[config.mk]
export PLATFORM = sky130hd
export DESIGN_NAME = mem_responder
export DESIGN_NICKNAME = d
export VERILOG_FILES = /design/src/rtl/mem_responder.sv
export SDC_FILE = /design/constraint.sdc
export NUM_CORES = 1
export LEC_CHECK = 0
export CAP_MARGIN = 20
export CORE_AREA = 2 2 119 121
export DETAILED_ROUTE_END_ITERATION = 7
export DIE_AREA = 0 0 121 123
export GPL_TIMING_DRIVEN = 0
export PLACE_DENSITY = 0.74
export RECOVER_POWER = 50
export SETUP_SLACK_MARGIN = 0.05
export SKIP_CTS_REPAIR_TIMING = 1
export SLEW_MARGIN = 20
export SYNTH_ARGS = -nofsm -noshare
export SYNTH_HDL_FRONTEND = slang
export SYNTH_SLANG_ARGS = --single-unit
[constraint.sdc]
create_clock -name clock -period 2.1 [get_ports clock]
set_input_delay 0.42 -clock clock [delete_from_list [all_inputs] [get_ports clock]]
set_output_delay 0.42 -clock clock [all_outputs]
set_load 0.1 [all_outputs]
[src/rtl/mem_responder.sv]
// Memory-side responder: decodes read/write strobes, waits a programmable number of
// cycles, then completes with a one-cycle rdata_valid or wr_done pulse.
module mem_responder #(
    parameter int unsigned ADDR_W      = 4,
    parameter int unsigned DATA_W      = 8,
    parameter int unsigned WAIT_STATES = 1
) (
    input  logic              clock,
    input  logic              reset,
    input  logic              mem_read,
    input  logic              mem_write,
    input  logic              pc_on_adr,
    input  logic              ir_on_adr,
    input  logic [ADDR_W-1:0] pc_addr,
    input  logic [ADDR_W-1:0] ir_addr,
    input  logic [DATA_W-1:0] wdata,
    input  logic              ld_en,
    input  logic [ADDR_W-1:0] ld_addr,
    input  logic [DATA_W-1:0] ld_data,
    output logic [DATA_W-1:0] rdata,
    output logic              rdata_valid,
    output logic              wr_done,
    output logic              busy,
    output logic              err
);

    localparam int unsigned Depth    = 2 ** ADDR_W;
    localparam logic [3:0]  WaitInit = 4'(WAIT_STATES);

    typedef enum logic [1:0] {StIdle, StWait, StDone} state_e;

    state_e state_q, state_d;

    logic              op_wr_q, op_wr_d;
    logic [ADDR_W-1:0] addr_q, addr_d;
    logic [DATA_W-1:0] wdata_q, wdata_d;
    logic [3:0]        cnt_q, cnt_d;

    logic [DATA_W-1:0] rdata_q, rdata_d;
    logic              rdata_valid_q, rdata_valid_d;
    logic              wr_done_q, wr_done_d;
    logic              err_q, err_d;

    logic [DATA_W-1:0] mem_q [Depth];

    logic is_idle;
    logic any_strobe;
    logic req_ok;
    logic accept;
    logic reject;

    // A request is well formed only with exactly one strobe and exactly one address select.
    always_comb begin
        is_idle    = (state_q == StIdle);
        any_strobe = mem_read | mem_write;
        req_ok     = (mem_read ^ mem_write) & (pc_on_adr ^ ir_on_adr);
        accept     = is_idle & req_ok & ~ld_en;
        reject     = is_idle & any_strobe & (~req_ok | ld_en);
    end

    always_ff @(posedge clock or posedge reset) begin
        if (reset) begin
            state_q <= StIdle;
        end else begin
            state_q <= state_d;
        end
    end

    always_comb begin
        state_d = state_q;
        unique case (state_q)
            StIdle:  if (accept) state_d = StWait;
            StWait:  if (cnt_q == 4'd0) state_d = StDone;
            StDone:  state_d = StIdle;
            default: state_d = StIdle;
        endcase
    end

    always_comb begin
        op_wr_d = op_wr_q;
        addr_d  = addr_q;
        wdata_d = wdata_q;
        cnt_d   = cnt_q;
        if (accept) begin
            op_wr_d = mem_write;
            addr_d  = pc_on_adr ? pc_addr : ir_addr;
            wdata_d = wdata;
            cnt_d   = WaitInit;
        end else if (state_q == StWait && cnt_q != 4'd0) begin
            cnt_d = cnt_q - 4'd1;
        end
    end

    always_comb begin
        rdata_valid_d = (state_q == StDone) & ~op_wr_q;
        wr_done_d     = (state_q == StDone) & op_wr_q;
        err_d         = reject;
        rdata_d       = rdata_valid_d ? mem_q[addr_q] : rdata_q;
    end

    always_ff @(posedge clock or posedge reset) begin
        if (reset) begin
            op_wr_q       <= 1'b0;
            addr_q        <= '0;
            wdata_q       <= '0;
            cnt_q         <= 4'd0;
            rdata_q       <= '0;
            rdata_valid_q <= 1'b0;
            wr_done_q     <= 1'b0;
            err_q         <= 1'b0;
        end else begin
            op_wr_q       <= op_wr_d;
            addr_q        <= addr_d;
            wdata_q       <= wdata_d;
            cnt_q         <= cnt_d;
            rdata_q       <= rdata_d;
            rdata_valid_q <= rdata_valid_d;
            wr_done_q     <= wr_done_d;
            err_q         <= err_d;
        end
    end

    // Array has no reset; a write still in WAIT when reset hits never reaches here.
    always_ff @(posedge clock) begin
        if (is_idle && ld_en) begin
            mem_q[ld_addr] <= ld_data;
        end else if (state_q == StDone && op_wr_q) begin
            mem_q[addr_q] <= wdata_q;
        end
    end

    assign rdata       = rdata_q;
    assign rdata_valid = rdata_valid_q;
    assign wr_done     = wr_done_q;
    assign err         = err_q;
    assign busy        = (state_q != StIdle);

endmodule

==> results of run 1 <==
layer usage:
metal	part of all wire	vias up	track usage	wire length, um
li1	-	1629	-	-
met1	0.39	1847	0.2460	5518
met2	0.52	148	0.3132	7355
met3	0.072	17	0.05996	1010
met4	0.016	0	0.07994	224
met5	0	-	0	0
sequential cells by signal, summed over array words and instances (netlist names), 2 cells and up:
register and flops:
addr_q 4, cnt_q 4, mem_q 128, rdata 8
state_q 2, wdata_q 8
layout make-up:
| class | instances | share of cell area |
|---|---|---|
| plain buffers | 19 | 0.01838 |
| clock buffers | 22 | 0.05393 |
| clock inverters | 10 | 0.01215 |
| inverters | 12 | 0.005469 |
| multi-input cells | 192 | 0.2358 |
| flip-flops and latches | 158 | 0.5578 |
| well taps | 180 | 0.02734 |
| repair buffers | 62 | 0.08917 |
through the flow:
step / total power [mW] / TNS [ns] / setup slack (ns) / hold slack (ns)
floorplan: 6.315 / 0 / 0.07348 / 0.4792
global placement: 7.041 / -63.77 / -0.5694 / 0.4905
detailed placement: 7.126 / -75.85 / -0.6726 / 0.5009
CTS: 9.957 / -76.81 / -0.6885 / 0.4194
global route: 10.56 / -0.6239 / -0.02179 / 0.4270
finish: 10.16 / 0 / 0.04212 / 0.4169
Yosys cell counts, types with 6 or more instances:
cell type                  number
sky130_fd_sc_hd__edfxtp_1     128
sky130_fd_sc_hd__nor2_1        20
sky130_fd_sc_hd__a22oi_1       12
sky130_fd_sc_hd__buf_2         12
sky130_fd_sc_hd__dfrtp_1       30
sky130_fd_sc_hd__inv_1         12
sky130_fd_sc_hd__o211ai_1       6
sky130_fd_sc_hd__mux2_2        12
sky130_fd_sc_hd__o21ai_0        9
sky130_fd_sc_hd__mux2i_1       18
sky130_fd_sc_hd__nand2_1       41
sky130_fd_sc_hd__mux4_2        26
sky130_fd_sc_hd__nor3_1         6
critical path, cell delays in order, from the launching register on:
cell	delay, ns
sky130_fd_sc_hd__dfrtp_1	0.51
sky130_fd_sc_hd__buf_4	0.29
sky130_fd_sc_hd__nand3_1	0.09
sky130_fd_sc_hd__a21oi_1	0.27
sky130_fd_sc_hd__nand2_2	0.23
sky130_fd_sc_hd__nor2_4	0.32
cell families after synthesis:
logic type	share of synthesized area
flops	0.7143
xor+xnor	0.005446
simple gates	0.06478
mux	0.1517
buf+inv	0.02218
compound gates	0.03579
fa+ha+maj	0.005836
worst paths after layout:
path                                to       start  depth (start not counted)
max in group asynchronous     rdata[1]       reset                          2
setup reg to reg           mem_q[4][1]   addr_q[2]                          5
hold / removal               addr_q[3]   pc_on_adr                          3
setup / recovery           mem_q[4][1]   addr_q[2]                          5
hold reg to reg             wdata_q[2]  wdata_q[2]                          1
min in group asynchronous    addr_q[0]       reset                          2
report_power, final:
group | switching [mW] | internal, mW | total, mW | leakage, nW
Clock | 1.14 | 1.73 | 2.87 | 0.275
Sequential | 0.235 | 3.76 | 3.99 | 1.52
Combinational | 1.98 | 1.33 | 3.30 | 1.22
==> results.sh, run 1 <==
export IMPL_status="finished, final reports clean"
export IMPL_std_cell_rows=43
export IMPL_clock_sink_count=158
export IMPL_synthesis_area_per_instance_um2=16.88
export IMPL_synth_async_sr_flop_share=0.1899
export IMPL_layout_area_seq_um2=4594
export IMPL_postSynth_topFlopCell="sky130_fd_sc_hd__edfxtp_1"
export IMPL_final_max_slew_viol_count=0
export IMPL_syn_num_nets=419
export IMPL_clock_tree_htree_level_count=4
export IMPL_synth_enable_flop_cells=128
export IMPL_utilization=0.6051
export IMPL_portBuffers=45
export IMPL_worst_r2r_setup_slack_ns=0.04
export IMPL_syn_cell_area_um2=6432
export IMPL_vias=3641
export IMPL_synth_warnings=0
export IMPL_ioPinCount=47
export IMPL_cp_arrival_ns=2.16
export IMPL_drive_gt1_frac=0.3032
export IMPL_area_of_the_die_um2=14880
export IMPL_synth_seq_cells=158
export IMPL_yosys_top_cells_area="sky130_fd_sc_hd__edfxtp_1 60%, sky130_fd_sc_hd__dfrtp_1 12%, sky130_fd_sc_hd__mux4_2 9.1%, sky130_fd_sc_hd__mux2i_1 2.8%, sky130_fd_sc_hd__nand2_1 2.4%"
export IMPL_cp_required_ns=2.20
export IMPL_post_route_clock_period_utilization=0.9799
export IMPL_initial_utilization=0.4726
export IMPL_crit_path_end_kind="register"
export IMPL_tritoncts_num_buffers=17
export IMPL_worst_clock_skew_ns=0.01254
export IMPL_synthesized_instance_count=381
export IMPL_finalInstanceArea_um2=8237
export IMPL_multi_input_comb_area_um2=1942
export IMPL_clock_fmax_ghz=0.4859
export IMPL_worst_slew_pin_slew_ns=1.272
export IMPL_grt_total_usage=0.1940
export IMPL_stdcell_count=655
export IMPL_place_congestion=0.8855
export IMPL_clkSlewWorstSetupHoldPaths_ns=0.06
export IMPL_finalSetupViolations=0
export IMPL_detailedRoute_firstIterationViolations=320
export IMPL_fillerInstances=968
export IMPL_max_vdd_ir_drop_uv=815.2
export IMPL_clock_path_buffers=2
export IMPL_grt_start_max_net_pins=31
export IMPL_clock_tree_from_tritoncts="done"
export IMPL_detail_route_wl_per_cell_um=21.54
export IMPL_synth_distinct_cells=34
export IMPL_die_height_um=123
export IMPL_mostFrequentLayoutCell="sky130_fd_sc_hd__edfxtp_1"
export IMPL_hold_viol_final=0
export IMPL_post_detailed_route_drc_marker_count=0
export IMPL_power_density_nw_per_um2=1234
export IMPL_cp_start_kind="register"
export IMPL_placeableCoreArea_um2=13610
export IMPL_place_inst=606
export IMPL_antenna_found_initial=0
export IMPL_mean_number_of_vias_per_cell=5.559
export IMPL_design_final_nets=500
export IMPL_synth_sequential_area_ratio=0.7143
export IMPL_grt_pass1_vias=3671
export IMPL_static_leakage_nw=3.021
export IMPL_most_common_layout_cells="128 x sky130_fd_sc_hd__edfxtp_1, 36 x sky130_fd_sc_hd__nand2_1, 32 x sky130_fd_sc_hd__clkdlybuf4s50_1"
export IMPL_synth_top_area_frac=0.5975
export IMPL_place_area_um2=7108
export IMPL_wirelength_um=14110
export IMPL_areaGrowthSynthToFinish_pct=28.05
export IMPL_max_cap_violations=0
export IMPL_drt_pre_antenna_iters=4
export IMPL_synth_largest_area_cell="sky130_fd_sc_hd__edfxtp_1"
export IMPL_timing_max_slew_rel_slack=0.1512
export IMPL_clockRootBuffer="sky130_fd_sc_hd__clkbuf_16"
export IMPL_type_of_the_tightest_min_delay_check="input pin to register"
export IMPL_dp_hpwl_um=8732
export IMPL_grt_overflow_total=0
export IMPL_critical_path_peak_fanout=10
export IMPL_worst_skew_pair_latency_ns=0.43
export IMPL_antenna_left=0
export IMPL_grt_pass1_wl_um=20510
export IMPL_layout_min_cycle_time_ns=2.058
export IMPL_die_w_um=121
export IMPL_n_antenna_cell=0
export IMPL_worstSetupPathType="register to register"
Power figures use the tool's default switching activity.
==> inputs of run 2 (changes only) <==
- SLEW_MARGIN: 20 -> 10
==> results.sh, run 2 (same netlist as run 1, synthesis figures left out) <==
export IMPL_die_height_um=123
export IMPL_cp_required_ns=2.40
export IMPL_area_of_the_die_um2=14880
export IMPL_drive_gt1_frac=0.2994
export IMPL_vias=3594
export IMPL_clockRootBuffer="sky130_fd_sc_hd__clkbuf_16"
export IMPL_finalPower_mw=10.31
export IMPL_ioPinCount=47
export IMPL_stdcell_count=651
export IMPL_largest_reg_flops=128
export IMPL_antenna_left=0
export IMPL_detail_route_wl_per_cell_um=21.25
export IMPL_critical_path_peak_fanout=10
export IMPL_worstSetupPathType="register to register"
export IMPL_crit_path_end_kind="register"
export IMPL_worst_skew_pair_latency_ns=0.42
export IMPL_finalInstanceArea_um2=8220
export IMPL_dpl_worst_slack_ns=-0.6684
export IMPL_areaGrowthSynthToFinish_pct=27.80
export IMPL_die_w_um=121
export IMPL_mostFrequentLayoutCell="sky130_fd_sc_hd__edfxtp_1"
export IMPL_place_inst=607
export IMPL_antenna_found_initial=0
export IMPL_timing_max_slew_rel_slack=0.3011
export IMPL_place_area_um2=7136
export IMPL_worst_slew_pin_slew_ns=1.048
export IMPL_grt_pass1_wl_um=20060
export IMPL_initial_utilization=0.4726
export IMPL_grt_total_usage=0.1900
export IMPL_status="finished, final reports clean"
export IMPL_tritoncts_num_buffers=17
export IMPL_final_hold_worst_slack_ns=0.4190
export IMPL_placeableCoreArea_um2=13610
export IMPL_most_common_layout_cells="128 x sky130_fd_sc_hd__edfxtp_1, 37 x sky130_fd_sc_hd__nand2_1, 32 x sky130_fd_sc_hd__clkdlybuf4s50_1"
export IMPL_hold_viol_final=0
export IMPL_mean_number_of_vias_per_cell=5.521
export IMPL_type_of_the_tightest_min_delay_check="input pin to asynchronous set/reset pin"
export IMPL_drt_pre_antenna_iters=4
export IMPL_static_leakage_nw=3.002
export IMPL_timing_setup_tns_ns=0
export IMPL_cp_start_kind="register"
export IMPL_final_max_slew_viol_count=0
export IMPL_detailedRoute_firstIterationViolations=416
export IMPL_clock_path_buffers=2
export IMPL_clock_tree_from_tritoncts="done"
export IMPL_dp_hpwl_um=8796
export IMPL_wirelength_um=13830
export IMPL_clock_tree_htree_level_count=4
export IMPL_clkSlewWorstSetupHoldPaths_ns=0.06
export IMPL_max_cap_violations=0
export IMPL_finalSetupViolations=0
export IMPL_timing_final_ws_setup_ns=0.03052
export IMPL_max_vdd_ir_drop_uv=775.4
export IMPL_design_final_nets=496
export IMPL_power_density_nw_per_um2=1254
export IMPL_layout_min_cycle_time_ns=2.069
export IMPL_critical_path_cell_chain="buf_2 > buf_8 > mux4_2 > mux2_2 > a222oi_1 > inv_1"
export IMPL_worst_clock_skew_ns=0.01150
export IMPL_grt_pass1_vias=3673
export IMPL_master_of_the_slowest_instance_on_the_critical_path="sky130_fd_sc_hd__mux4_2"
export IMPL_maximum_single_stage_delay_on_the_critical_path_ns=0.52
export IMPL_post_detailed_route_drc_marker_count=0
export IMPL_clock_sink_count=158
export IMPL_n_antenna_cell=0
export IMPL_std_cell_rows=43
export IMPL_grt_overflow_total=0
export IMPL_cp_arrival_ns=2.37
export IMPL_portBuffers=45
export IMPL_max_flop_register="mem_q"
export IMPL_utilization=0.6039
export IMPL_grt_setup_unrepaired="yes"
export IMPL_place_congestion=0.8855
export IMPL_grt_start_max_net_pins=21
export IMPL_post_route_clock_period_utilization=0.9855
export IMPL_clock_fmax_ghz=0.4832
-- run 2: cell count changes in the layout (fill, tap and decap cells not counted), sizes merged --
cell / change
dlymetal6s4s: +1
dlymetal6s2s: -1
clkinv: -4
buf: -5
clkinvlp: +4
bufinv: +1
-- run 2: layout make-up --
| cell class | count | area [um^2] |
|---|---|---|
| Clock buffer | 21 | 460.4 |
| Buffer | 19 | 135.1 |
| Fill cell | 974 | 5391 |
| Sequential cell | 158 | 4594 |
| Timing Repair Buffer | 58 | 698.2 |
| Clock inverter | 11 | 140.1 |
| Multi-Input combinational cell | 192 | 1922 |
| Tap cell | 180 | 225.2 |
| Inverter | 12 | 45.04 |
-- run 2: worst max-delay path: cells and delay by family (launching register included) --
kind / cells / cell delay (ns)
AO/OA/AOI/OAI: 1 / 0.27
buffers and inverters: 3 / 0.54
flip-flops: 1 / 0.32
multiplexers: 2 / 0.82
-- run 2: power by group --
part	total (mW)	leakage, nW	switching [mW]	internal (mW)
Clock	3.09	0.285	1.16	1.92
Sequential	3.98	1.52	0.226	3.76
Combinational	3.24	1.19	1.95	1.29
Total	10.3	3.00	3.34	6.97
-- run 2: path summary, 6_finish.rpt --
| check | start | to | slack (ns) | depth (start not counted) |
|---|---|---|---|---|
| min in group clock | pc_on_adr | addr_q[1] | 0.42 | 3 |
| setup / recovery | addr_q[0] | rdata[2] | 0.03 | 6 |
| setup reg to reg | addr_q[0] | rdata[2] | 0.03 | 6 |
| hold reg to reg | wdata_q[4] | wdata_q[4] | 0.52 | 1 |
| hold / removal | reset | wdata_q[6] | 0.42 | 2 |
| max in group asynchronous | reset | rdata[1] | 0.28 | 3 |
-- run 2: metal layers --
layer,share of wire,vias to the layer above,global-route usage
li1,-,1613,-
met5,0,-,0
met3,0.064,23,0.05351
met1,0.41,1827,0.2498
met4,0.020,0,0.07195
met2,0.51,131,0.3037
